### src/rtl/sec32_pkg.sv
// Shared definitions for the 32-bit SEC code: widths, check-group masks,
// a reference check-bit function and the fault-injection state type.
package sec32_pkg;

    localparam int DATA_W = 32;
    localparam int CHK_W  = 8;
    localparam int CW_W   = DATA_W + CHK_W;

    // Check bit i is the even parity of (data & CHK_MASK[i]); each group has 12 bits.
    localparam logic [CHK_W-1:0][DATA_W-1:0] CHK_MASK = {
        32'h8888_F0F0,  // c7
        32'h4444_0F0F,  // c6
        32'h2222_FF00,  // c5
        32'h1111_00FF,  // c4
        32'hF0F0_8888,  // c3
        32'h0F0F_4444,  // c2
        32'hFF00_2222,  // c1
        32'h00FF_1111   // c0
    };

    // Lower half of the word feeds the first-stage partial parities.
    localparam logic [DATA_W-1:0] LO_HALF_MASK = 32'h0000_FFFF;

    typedef enum logic {
        INJ_IDLE,
        INJ_ARMED
    } inj_state_t;

    function automatic logic [CHK_W-1:0] sec32_check(input logic [DATA_W-1:0] data);
        logic [CHK_W-1:0] chk;
        chk = '0;
        for (int i = 0; i < CHK_W; i++) begin
            chk[i] = ^(data & CHK_MASK[i]);
        end
        return chk;
    endfunction

endpackage

### src/rtl/sec32_parity_slice.sv
// Combinational first-stage partial parities: the lower-half contribution of
// every check group (4-bit slice terms for c0..c3, 8-bit block terms for c4..c7).
module sec32_parity_slice
    import sec32_pkg::*;
(
    input  logic [DATA_W-1:0] data,
    output logic [CHK_W-1:0]  partial
);

    generate
        for (genvar gi = 0; gi < CHK_W; gi++) begin : g_partial
            assign partial[gi] = ^(data & CHK_MASK[gi] & LO_HALF_MASK);
        end
    endgenerate

endmodule

### src/rtl/sec32_encoder_stream.sv
// Two-stage backpressured SEC encoder: S1 holds data + lower-half partials,
// S2 folds in the upper half, applies any pending one-shot fault and drives out_*.
module sec32_encoder_stream
    import sec32_pkg::*;
#(
    parameter int CNT_W = 16
) (
    input  logic                clk,
    input  logic                rst_n,
    input  logic                in_valid,
    output logic                in_ready,
    input  logic [DATA_W-1:0]   in_data,
    output logic                out_valid,
    input  logic                out_ready,
    output logic [DATA_W-1:0]   out_data,
    output logic [CHK_W-1:0]    out_check,
    output logic                out_en,
    input  logic                inj_arm,
    input  logic [5:0]          inj_pos,
    output logic                inj_armed,
    output logic [CNT_W-1:0]    word_cnt,
    output logic [CNT_W-1:0]    inj_cnt
);

    localparam logic [5:0] INJ_POS_MAX = 6'(CW_W - 1);

    logic                s1_valid_reg;
    logic [DATA_W-1:0]   s1_data_reg;
    logic [CHK_W-1:0]    s1_part_reg;
    logic                s2_valid_reg;
    logic [DATA_W-1:0]   s2_data_reg;
    logic [CHK_W-1:0]    s2_check_reg;

    inj_state_t          inj_state_reg;
    logic [5:0]          inj_pos_reg;
    logic [CNT_W-1:0]    word_cnt_reg;
    logic [CNT_W-1:0]    inj_cnt_reg;

    logic                s1_adv;
    logic                s2_adv;
    logic                s1_load;
    logic                s2_load;
    logic                arm_ok;
    logic                inj_fire;
    logic                out_xfer;
    logic [CHK_W-1:0]    in_part;
    logic [CHK_W-1:0]    hi_term;
    logic [CHK_W-1:0]    check_next;
    logic [CW_W-1:0]     flip_next;
    logic [DATA_W-1:0]   data_next;

    // Handshake: each stage advances when empty or when the one after it drains.
    assign s2_adv   = ~s2_valid_reg | out_ready;
    assign s1_adv   = ~s1_valid_reg | s2_adv;
    assign in_ready = s1_adv;
    assign s1_load  = in_valid & s1_adv;
    assign s2_load  = s1_valid_reg & s2_adv;
    assign out_xfer = s2_valid_reg & out_ready;

    assign arm_ok   = inj_arm & (inj_pos <= INJ_POS_MAX);
    assign inj_fire = s2_load & (inj_state_reg == INJ_ARMED);

    sec32_parity_slice u_parity_slice (
        .data    (in_data),
        .partial (in_part)
    );

    generate
        for (genvar gi = 0; gi < CHK_W; gi++) begin : g_hi_term
            assign hi_term[gi] = ^(s1_data_reg & CHK_MASK[gi] & ~LO_HALF_MASK);
        end
    endgenerate

    assign check_next = s1_part_reg ^ hi_term;

    always_comb begin
        flip_next = '0;
        if (inj_state_reg == INJ_ARMED) begin
            flip_next[inj_pos_reg] = 1'b1;
        end
    end

    assign data_next = s1_data_reg ^ flip_next[DATA_W-1:0];

    always_ff @(posedge clk or negedge rst_n) begin
        if (!rst_n) begin
            s1_valid_reg <= 1'b0;
            s1_data_reg  <= '0;
            s1_part_reg  <= '0;
        end else if (s1_adv) begin
            s1_valid_reg <= in_valid;
            if (s1_load) begin
                s1_data_reg <= in_data;
                s1_part_reg <= in_part;
            end
        end
    end

    always_ff @(posedge clk or negedge rst_n) begin
        if (!rst_n) begin
            s2_valid_reg <= 1'b0;
            s2_data_reg  <= '0;
            s2_check_reg <= '0;
        end else if (s2_adv) begin
            s2_valid_reg <= s1_valid_reg;
            if (s2_load) begin
                s2_data_reg  <= data_next;
                s2_check_reg <= check_next ^ flip_next[CW_W-1:DATA_W];
            end
        end
    end

    // A new arm always wins the next state; the word loaded this cycle has
    // already used the previous position via flip_next.
    always_ff @(posedge clk or negedge rst_n) begin
        if (!rst_n) begin
            inj_state_reg <= INJ_IDLE;
            inj_pos_reg   <= '0;
            inj_cnt_reg   <= '0;
        end else begin
            if (inj_fire) begin
                inj_cnt_reg <= inj_cnt_reg + 1'b1;
            end
            case (inj_state_reg)
                INJ_IDLE: begin
                    if (arm_ok) begin
                        inj_state_reg <= INJ_ARMED;
                        inj_pos_reg   <= inj_pos;
                    end
                end
                INJ_ARMED: begin
                    if (arm_ok) begin
                        inj_state_reg <= INJ_ARMED;
                        inj_pos_reg   <= inj_pos;
                    end else if (inj_fire) begin
                        inj_state_reg <= INJ_IDLE;
                    end
                end
                default: inj_state_reg <= INJ_IDLE;
            endcase
        end
    end

    always_ff @(posedge clk or negedge rst_n) begin
        if (!rst_n) begin
            word_cnt_reg <= '0;
        end else if (out_xfer) begin
            word_cnt_reg <= word_cnt_reg + 1'b1;
        end
    end

    assign out_valid = s2_valid_reg;
    assign out_en    = s2_valid_reg;
    assign out_data  = s2_data_reg;
    assign out_check = s2_check_reg;
    assign inj_armed = (inj_state_reg == INJ_ARMED);
    assign word_cnt  = word_cnt_reg;
    assign inj_cnt   = inj_cnt_reg;

endmodule
### config.mk
export PLATFORM = sky130hd
export DESIGN_NAME = sec32_encoder_stream
export DESIGN_NICKNAME = d
export VERILOG_FILES = /design/src/rtl/sec32_pkg.sv /design/src/rtl/sec32_parity_slice.sv /design/src/rtl/sec32_encoder_stream.sv
export SDC_FILE = /design/constraint.sdc
export NUM_CORES = 1
export LEC_CHECK = 0
export ABC_CLOCK_PERIOD_IN_PS = 3000
export BUFFER_PORTS_ARGS = -buffer_cell sky130_fd_sc_hd__buf_4
export CAP_MARGIN = 20
export CORE_ASPECT_RATIO = 0.9
export CORE_MARGIN = 2
export CORE_UTILIZATION = 30
export CTS_CLUSTER_SIZE = 40
export DETAILED_ROUTE_END_ITERATION = 6
export PLACE_DENSITY = 0.46
export SYNTH_ARGS = -nofsm -noshare
export SYNTH_HDL_FRONTEND = slang
export SYNTH_SLANG_ARGS = --single-unit
export TNS_END_PERCENT = 1
### constraint.sdc
create_clock -name clk -period 3 [get_ports clk]
set_clock_uncertainty 0.2 [all_clocks]
set_input_delay 0.15 -clock clk [delete_from_list [all_inputs] [get_ports clk]]
set_output_delay 0.15 -clock clk [all_outputs]
set_load 0.02 [all_outputs]
==> results of run 1 <==
[per-stage QoR]
stage	utilization	hold WS (ps)	power, mW
global placement	0.366	53.6	4.15
detailed placement	0.366	74.2	4.19
global route	0.419	215	6.63
finish	0.419	138	6.26
floorplan	-	-346	3.44
CTS	0.419	175	6.35
[power breakdown]
group | switching (mW) | internal (mW)
clock | 0.719 | 1.37
combinational | 0.910 | 0.929
sequential | 0.357 | 1.98
total | 1.99 | 4.28
[placed cells by master, fill, tap and decap left out, types with 4 or more instances in the layout]
| master | Yosys | final |
|---|---|---|
| dlygate4sd3_1 | 0 | 43 |
| nand4b_1 | 4 | 4 |
| dfrtp_1 | 121 | 121 |
| nand3b_1 | 4 | 4 |
| mux2_2 | 46 | 46 |
| nor2_1 | 29 | 29 |
| nand4_1 | 10 | 10 |
| nor3_1 | 4 | 4 |
| xor2_1 | 37 | 37 |
| buf_4 | 1 | 124 |
| o21ai_0 | 42 | 42 |
| xnor2_1 | 97 | 97 |
| nand3_1 | 10 | 10 |
| nand2_1 | 77 | 75 |
| and4_1 | 5 | 5 |
| clkbuf_16 | 0 | 17 |
| clkbuf_1 | 8 | 5 |
[final timing paths]
check / start / endpoint / cells past startpoint
min in group clk: inj_cnt[15] / inj_cnt[15] / 1
max in group asynchronous: rst_n / s1_part_reg[3] / 3
worst max-delay path: out_en / s1_data_reg[17] / 3
worst min-delay path: rst_n / word_cnt[15] / 2
worst min register to register: inj_cnt[15] / inj_cnt[15] / 1
worst max register to register: out_en / s1_data_reg[17] / 3
[final cells by class]
cell class / instances / area [µm²]
Clock inverter: 7 / 115
Multi-Input combinational cell: 388 / 2760
Tap cell: 250 / 313
Fill cell: 1915 / 11200
Sequential cell: 121 / 3030
Timing Repair Buffer: 167 / 1360
Clock buffer: 25 / 485
[worst reg2reg max path: cells and delay by family (launching register included)]
kind,cells,cell delay [ps]
and+or+nand+nor,2,960
DFF,1,480
muxes,1,440
[logic make-up (layout without fill, tap and decap cells)]
family / after synthesis / after routing / synth area share
adder cells (fa/ha/maj): 2 / 2 / 0.00426
XOR/XNOR: 134 / 134 / 0.200
buffers and inverters: 21 / 199 / 0.0166
multiplexers: 47 / 47 / 0.0907
AND/OR/NAND/NOR: 163 / 163 / 0.138
flip-flops: 121 / 121 / 0.515
AO/OA/AOI/OAI: 42 / 42 / 0.0358
[routing by layer]
metal  up-vias  routed length, µm  GRT usage
met3        13                697     0.0370
met5         -                  0          0
li1       2101                  -          -
met4         0                187     0.0473
met2       107               6650      0.230
met1      2055               7340      0.212
==> impl_metrics.tcl, run 1 <==
set metrics [dict create \
    status "finished clean" \
    synth.cell_area_mm2 0.00588 \
    layout.nets 740 \
    chipHeight_um 137 \
    syn-num-nets 575 \
    synth_enable_flop_cells 0 \
    pre_cts_ws_ps 782 \
    cp_num_buf_inv 0 \
    grt_setup_unrepaired "no" \
    die_w_um 152 \
    netlist_instances 530 \
    clk_pin_slew_ps 60 \
    antenna_cells 0 \
    area_growth_pct 37.1 \
    cts_setup_buffers 0 \
    seq_area_frac_synth 0.515 \
    firstDrtPassIters 4 \
    finalWorstSetupSlack_ps 806 \
    slew_violations 0 \
    ys_types 31 \
    clkLatencyLatePin_ps 420 \
    critPathKind "flop to flop" \
    yosysMostFrequentCell "dfrtp_1" \
    async_flop_share 1.00 \
    grt-ovfl-total 0 \
    synth_common_cells "dfrtp_1 (121), xnor2_1 (97), nand2_1 (77)" \
    clkSinkCount 121 \
    portBuffers 118 \
    critPathArrivalTime_ps 2300 \
    cts_max_level 4 \
    fin_crit_ps 2190 \
    finalCritPeriodShare 0.731 \
    synth_area_leaders "dfrtp_1 (52%), xnor2_1 (14%), mux2_2 (8.8%), xor2_1 (5.5%), nand2_1 (4.9%)" \
    cts_tree "done" \
    post_synth.cell_area_avg_um2 11.1 \
    tightest_slew_ps 1010 \
    fmax_mhz 456 \
    ioPinCount 119 \
    grt_pass1_wl_um 23400 \
    drive_gt1_frac 0.292 \
    ctsResizeCount 0 \
    grt_pass1_vias 4383 \
    path_delay_family "simple AND/OR/NAND/NOR gates" \
    dr_total_vias 4276 \
    holdBufCountCts 43 \
    routedWlPerCell_um 15.5 \
    core-area_mm2 0.0192 \
    maxCapViolCount 0 \
    wirelength_um 14900 \
    fp-row-count 48 \
    fin_area_mm2 0.00806 \
    start_kind "flop" \
    cp-end-kind "flop" \
    final_cells 958 \
    cp_max_fo 43 \
    finalSetupTns_ps 0 \
    relSlewSlack 0.326 \
    grtUsageTotal 0.151 \
    via_per_inst 4.46 \
    path_cells "nand3b_1, nand2_2, mux2_2" \
    yosys_warnings 0 \
    ir_drop_mv 0.401 \
    drc 0 \
    place_area_mm2 0.00703 \
    grt_max_degree 59 \
    ys_seq_elements 121 \
    hpwlAfterDp_um 10900 \
    antenna_found_initial 0 \
    crit_path_max_incr_delay_ps 770 \
    place_inst 883 \
    required_ps 3100 \
    powerDensity_mw_per_mm2 777 \
    cp_slowest_cell "nand2_2" \
    setup_viol 0 \
    cts-root-buf "clkbuf_16" \
    power.leakage_nw 3.45 \
    hold_violations 0 \
    ant_nets 0 \
    yosys.area.top_type_share 0.515 \
    hold_path_class "input pin to asynchronous set/reset pin" \
    start_util 0.306 \
    globalplace.congestion 0.742 \
    die_area_mm2 0.0207 \
    cts_buffers 17 \
    cts_buffer_depth 2 \
    ys_dominant_reg_cell "dfrtp_1" \
    synth_largest_area_cell "dfrtp_1" \
    drt_iter0_markers 153 \
    reg2reg_slack_ps 810 \
]
Note: power is estimated with default switching activity, not from simulation.
==> inputs of run 2 (changes only) <==
ABC_CLOCK_PERIOD_IN_PS = 2150   (was 3000)
clock period = 2.15 ns   (was 3 ns; I/O delays follow)
==> run 2 against run 1 <==
- non-clock buffer count did not move
- critical path depth rose by 2
- setup slack got worse by 620 ps
- largest power group unchanged
- design area fell by 0.14%
- critical endpoint is now out_check[6]
- clock power rose by 28%
==> impl_metrics.tcl, run 2 (synthesis results as in run 1) <==
set metrics [dict create \
    combPwrFrac 0.303 \
    reg2reg_slack_ps 190 \
    cp_max_fo 17 \
    antenna_cells 0 \
    grt_pass1_vias 4415 \
    drive_gt1_frac 0.294 \
    maxCapViolCount 0 \
    reg2regPathDepth 5 \
    clkLatencyLatePin_ps 410 \
    fin_crit_ps 1960 \
    layout.nets 740 \
    cp_slowest_cell "dfrtp_1" \
    place_area_mm2 0.00707 \
    slew_violations 0 \
    start_util 0.306 \
    core-area_mm2 0.0192 \
    clk_pin_slew_ps 50 \
    area_growth_pct 36.9 \
    hold_path_class "input pin to asynchronous set/reset pin" \
    cts_tree "done" \
    die_w_um 152 \
    seqCellArea_mm2 0.00303 \
    power.leakage_nw 3.45 \
    tightest_slew_ps 663 \
    ctsResizeCount 0 \
    path_cells "nand4b_1, nor2_1, xnor2_1, xnor2_1, mux2_2" \
    grt_pass1_wl_um 24100 \
    start_kind "flop" \
    clkSinkCount 121 \
    finalCritPeriodShare 0.913 \
    cts_max_level 4 \
    swShare 0.326 \
    hpwlAfterDp_um 11000 \
    drc 0 \
    grt-ovfl-total 0 \
    crit-reg2reg-launch "inj_pos_reg[2]" \
    wirelength_um 15100 \
    nFillCells 1915 \
    grtUsageTotal 0.155 \
    relSlewSlack 0.558 \
    chipHeight_um 137 \
    fin_area_mm2 0.00805 \
    powerDensity_mw_per_mm2 1060 \
    p_sw_mw 2.77 \
    setup_viol 0 \
    globalplace.congestion 0.793 \
    cp_common_cell "xnor2_1" \
    status "finished clean" \
    internal_power_mw 5.74 \
    hold_violations 0 \
    cp-end-kind "flop" \
    portBuffers 118 \
    dr_total_vias 4314 \
    place_inst 883 \
    grt_max_degree 122 \
    critPathKind "flop to flop" \
    finish.utilization 0.419 \
    cts_buffer_depth 2 \
    ir_drop_mv 0.593 \
    pwr-share-seq 0.383 \
    crit_path_max_incr_delay_ps 620 \
    die_area_mm2 0.0207 \
    cts-root-buf "clkbuf_16" \
    cts_buffers 17 \
    ioPinCount 119 \
    holdBufCountCts 43 \
    firstDrtPassIters 4 \
    multi_input_area_mm2 0.00276 \
    mostFrequentLayoutCells "dfrtp_1 (121), buf_4 (121), xnor2_1 (97), nand2_1 (75), mux2_2 (46)" \
    routedWlPerCell_um 15.8 \
    path_delay_family "flip-flops" \
    ant_nets 0 \
    fp-row-count 48 \
    grt_setup_unrepaired "no" \
    fmax_mhz 509 \
    required_ps 2240 \
    cp_num_buf_inv 0 \
    drt_iter0_markers 139 \
    via_per_inst 4.50 \
    clkPwrFrac 0.314 \
    cts_setup_buffers 0 \
    antenna_found_initial 0 \
    critPathArrivalTime_ps 2060 \
    finalSetupTns_ps 0 \
    r2r_end "out_check[6]" \
    final_cells 958 \
]
[run 2: cell types whose count changed in the layout (fill, tap and decap cells not counted)]
cell       before  now
buf_12          0    3
buf_4         124  121
bufinv_16       3    1
clkbuf_1        5    4
clkinv_2        2    5
[run 2: power groups by stage]
| stage | logic (mW) | clock network [mW] | registers [mW] |
|---|---|---|---|
| after floorplan | 1.28 | 0 | 3.52 |
| final | 2.58 | 2.67 | 3.26 |
| after CTS | 2.62 | 2.74 | 3.27 |
| after global placement | 2.53 | 0 | 3.29 |
| after global routing | 2.83 | 2.85 | 3.34 |
| after detailed placement | 2.55 | 0 | 3.30 |
[run 2: worst max path at each step]
stage,start,endpoint,slack [ps],cells past startpoint
after floorplan,out_en,s1_data_reg[10],80,4
after global placement,inj_pos_reg[4],out_check[6],250,5
after detailed placement,inj_pos_reg[1],out_check[6],210,5
after CTS,inj_pos_reg[4],out_check[5],200,5
after global routing,inj_pos_reg[2],out_check[6],30,5
final,inj_pos_reg[2],out_check[6],190,5
[run 2: worst min-delay path, delay by kind of cell]
| family | cells | cell delay, ps |
|---|---|---|
| buf+inv | 3 | 1120 |
[run 2: routing by layer]
metal  vias up  routed length [µm]  global-route usage
met3        15                 836              0.0413
li1       2103                   -                   -
met4         0                 202              0.0473
met1      2077                7320               0.217
met2       119                6740               0.236
met5         -                   0                   0
[run 2: layout make-up]
type	instances	area share
Timing Repair Buffer	167	0.174
Clock inverter	8	0.00871
Sequential cell	121	0.376
Tap cell	250	0.0389
Multi-Input combinational cell	388	0.343
Clock buffer	24	0.0599
[run 2: per-stage QoR]
| stage | hold WS, ps | setup slack (ps) | total power [mW] |
|---|---|---|---|
| 2_1_floorplan | -388 | 82.9 | 4.80 |
| 3_3_place_gp | 70.4 | 247 | 5.82 |
| 3_5_place_dp | 79.2 | 210 | 5.85 |
| 4_1_cts | 180 | 202 | 8.63 |
| 5_1_grt | 193 | 30.3 | 9.02 |
| 6_report | 150 | 187 | 8.51 |
==> inputs of run 3 (changes only) <==
CORE_MARGIN = not set   (was 2)
==> run 3 against run 2 <==
- sequential power about the same
- first-iteration DRC count is 8.6% higher
- combinational power rose by 2%
- highest routed layer unchanged
- clock power is 3% higher
- die area down 2.8%
- largest cell class unchanged
- non-clock buffer count grew 12
- via count down 0.37%
- design area increased by 1.4%
- critical path depth unchanged
- sequential share of layout area decreased by 0.54 points
==> impl_metrics.tcl, run 3 (synthesis results as in run 1) <==
set metrics [dict create \
    status "finished clean" \
    mostFrequentLayoutCells "buf_4 (132), dfrtp_1 (121), xnor2_1 (97), nand2_1 (75), mux2_2 (46)" \
    ant_nets 0 \
    routedWlPerCell_um 15.7 \
    globalplace.congestion 0.767 \
    via_per_inst 4.43 \
    clkLatencyLatePin_ps 410 \
    maxCapViolCount 0 \
    finish.utilization 0.426 \
    fmax_mhz 518 \
    hold_violations 0 \
    setup_viol 0 \
    cts_max_level 4 \
    dr_total_vias 4298 \
    antenna_found_initial 0 \
    finalSetupTns_ps 0 \
    clkPwrFrac 0.319 \
    relSlewSlack 0.663 \
    portBuffers 118 \
    internal_power_mw 5.85 \
    layout.nets 752 \
    cts_buffers 17 \
    p_sw_mw 2.78 \
    power.leakage_nw 3.52 \
    nFillCells 1872 \
    clk_pin_slew_ps 50 \
    cts_tree "done" \
    cp_max_fo 11 \
    ioPinCount 119 \
    grt_max_degree 72 \
    grt_setup_unrepaired "no" \
    multi_input_area_mm2 0.00276 \
    ir_drop_mv 0.522 \
    core-area_mm2 0.0192 \
    crit_path_max_incr_delay_ps 490 \
    area_growth_pct 38.9 \
    seqCellArea_mm2 0.00303 \
    powerDensity_mw_per_mm2 1060 \
    drt_iter0_markers 151 \
    cp_common_cell "xnor2_1" \
    cts-root-buf "clkbuf_16" \
    combPwrFrac 0.306 \
    slew_violations 0 \
    swShare 0.323 \
    start_util 0.307 \
    start_kind "flop" \
    antenna_cells 0 \
    fp-row-count 48 \
    cp_slowest_cell "dfrtp_1" \
    chipHeight_um 135 \
    die_area_mm2 0.0202 \
    critPathArrivalTime_ps 2020 \
    drive_gt1_frac 0.306 \
    hold_path_class "input pin to asynchronous set/reset pin" \
    wirelength_um 15200 \
    critPathKind "flop to flop" \
    holdBufCountCts 44 \
    required_ps 2240 \
    tightest_slew_ps 505 \
    cts_setup_buffers 0 \
    cp-end-kind "flop" \
    clkSinkCount 121 \
    cts_buffer_depth 2 \
    grtUsageTotal 0.163 \
    drc 0 \
    firstDrtPassIters 4 \
    final_common_cell "buf_4" \
    die_w_um 150 \
    grt-ovfl-total 0 \
    grt_pass1_vias 4357 \
    pwr-share-seq 0.375 \
    finalCritPeriodShare 0.897 \
    grt_pass1_wl_um 24400 \
    path_cells "and4bb_2, nand2_1, xnor2_1, xnor2_1, mux2_2" \
    hpwlAfterDp_um 11100 \
    fin_crit_ps 1930 \
    ctsResizeCount 0 \
]
[run 3: final cells by class]
| type | instances | area share |
|---|---|---|
| clock buffers | 23 | 0.0573 |
| flip-flops and latches | 121 | 0.371 |
| repair buffers | 179 | 0.184 |
| clock inverters | 9 | 0.0120 |
| multi-input cells | 388 | 0.338 |
| well taps | 250 | 0.0383 |
[run 3: power by group through the flow]
stage / sequential (mW) / clock, mW / combinational (mW)
final: 3.24 / 2.75 / 2.64
after global routing: 3.33 / 2.93 / 2.89
after CTS: 3.25 / 2.82 / 2.69
after detailed placement: 3.29 / 0 / 2.61
after global placement: 3.26 / 0 / 2.60
after floorplan: 3.52 / 0 / 1.28
[run 3: stage by stage]
step / instances / power [mW] / instance area (µm²) / setup slack, ps / hold slack (ps)
final: 970 / 8.63 / 8160 / 221 / 78.8
after global routing: 970 / 9.16 / 8160 / 99.0 / 79.5
after CTS: 970 / 8.77 / 8160 / 214 / 60.5
after detailed placement: 894 / 5.90 / 7150 / 241 / -132
after global placement: 894 / 5.86 / 7150 / 245 / -134
after floorplan: 530 / 4.80 / 5880 / 82.9 / -388
[run 3: final timing paths]
kind,end,slack (ps),startpoint,cells after the start
hold reg to reg,word_cnt[15],270,word_cnt[15],1
setup / recovery,out_check[4],220,inj_pos_reg[0],5
min in group clk,inj_pos_reg[0],260,inj_pos[0],3
max in group asynchronous,out_check[7],1330,rst_n,3
hold / removal,word_cnt[15],80,rst_n,3
setup reg to reg,out_check[4],220,inj_pos_reg[0],5
[run 3: metal layers]
layer	vias to the layer above	wire length, µm	track usage
met5	-	0	0
met3	10	745	0.0432
li1	2128	-	-
met1	2057	7480	0.225
met4	0	117	0.0459
met2	103	6860	0.251
[run 3: worst max-delay path: cells and delay by family (launching register included)]
kind          cells  cell delay [ps]
simple gates      2              530
flops             1              490
xor+xnor          2              310
mux               1              260
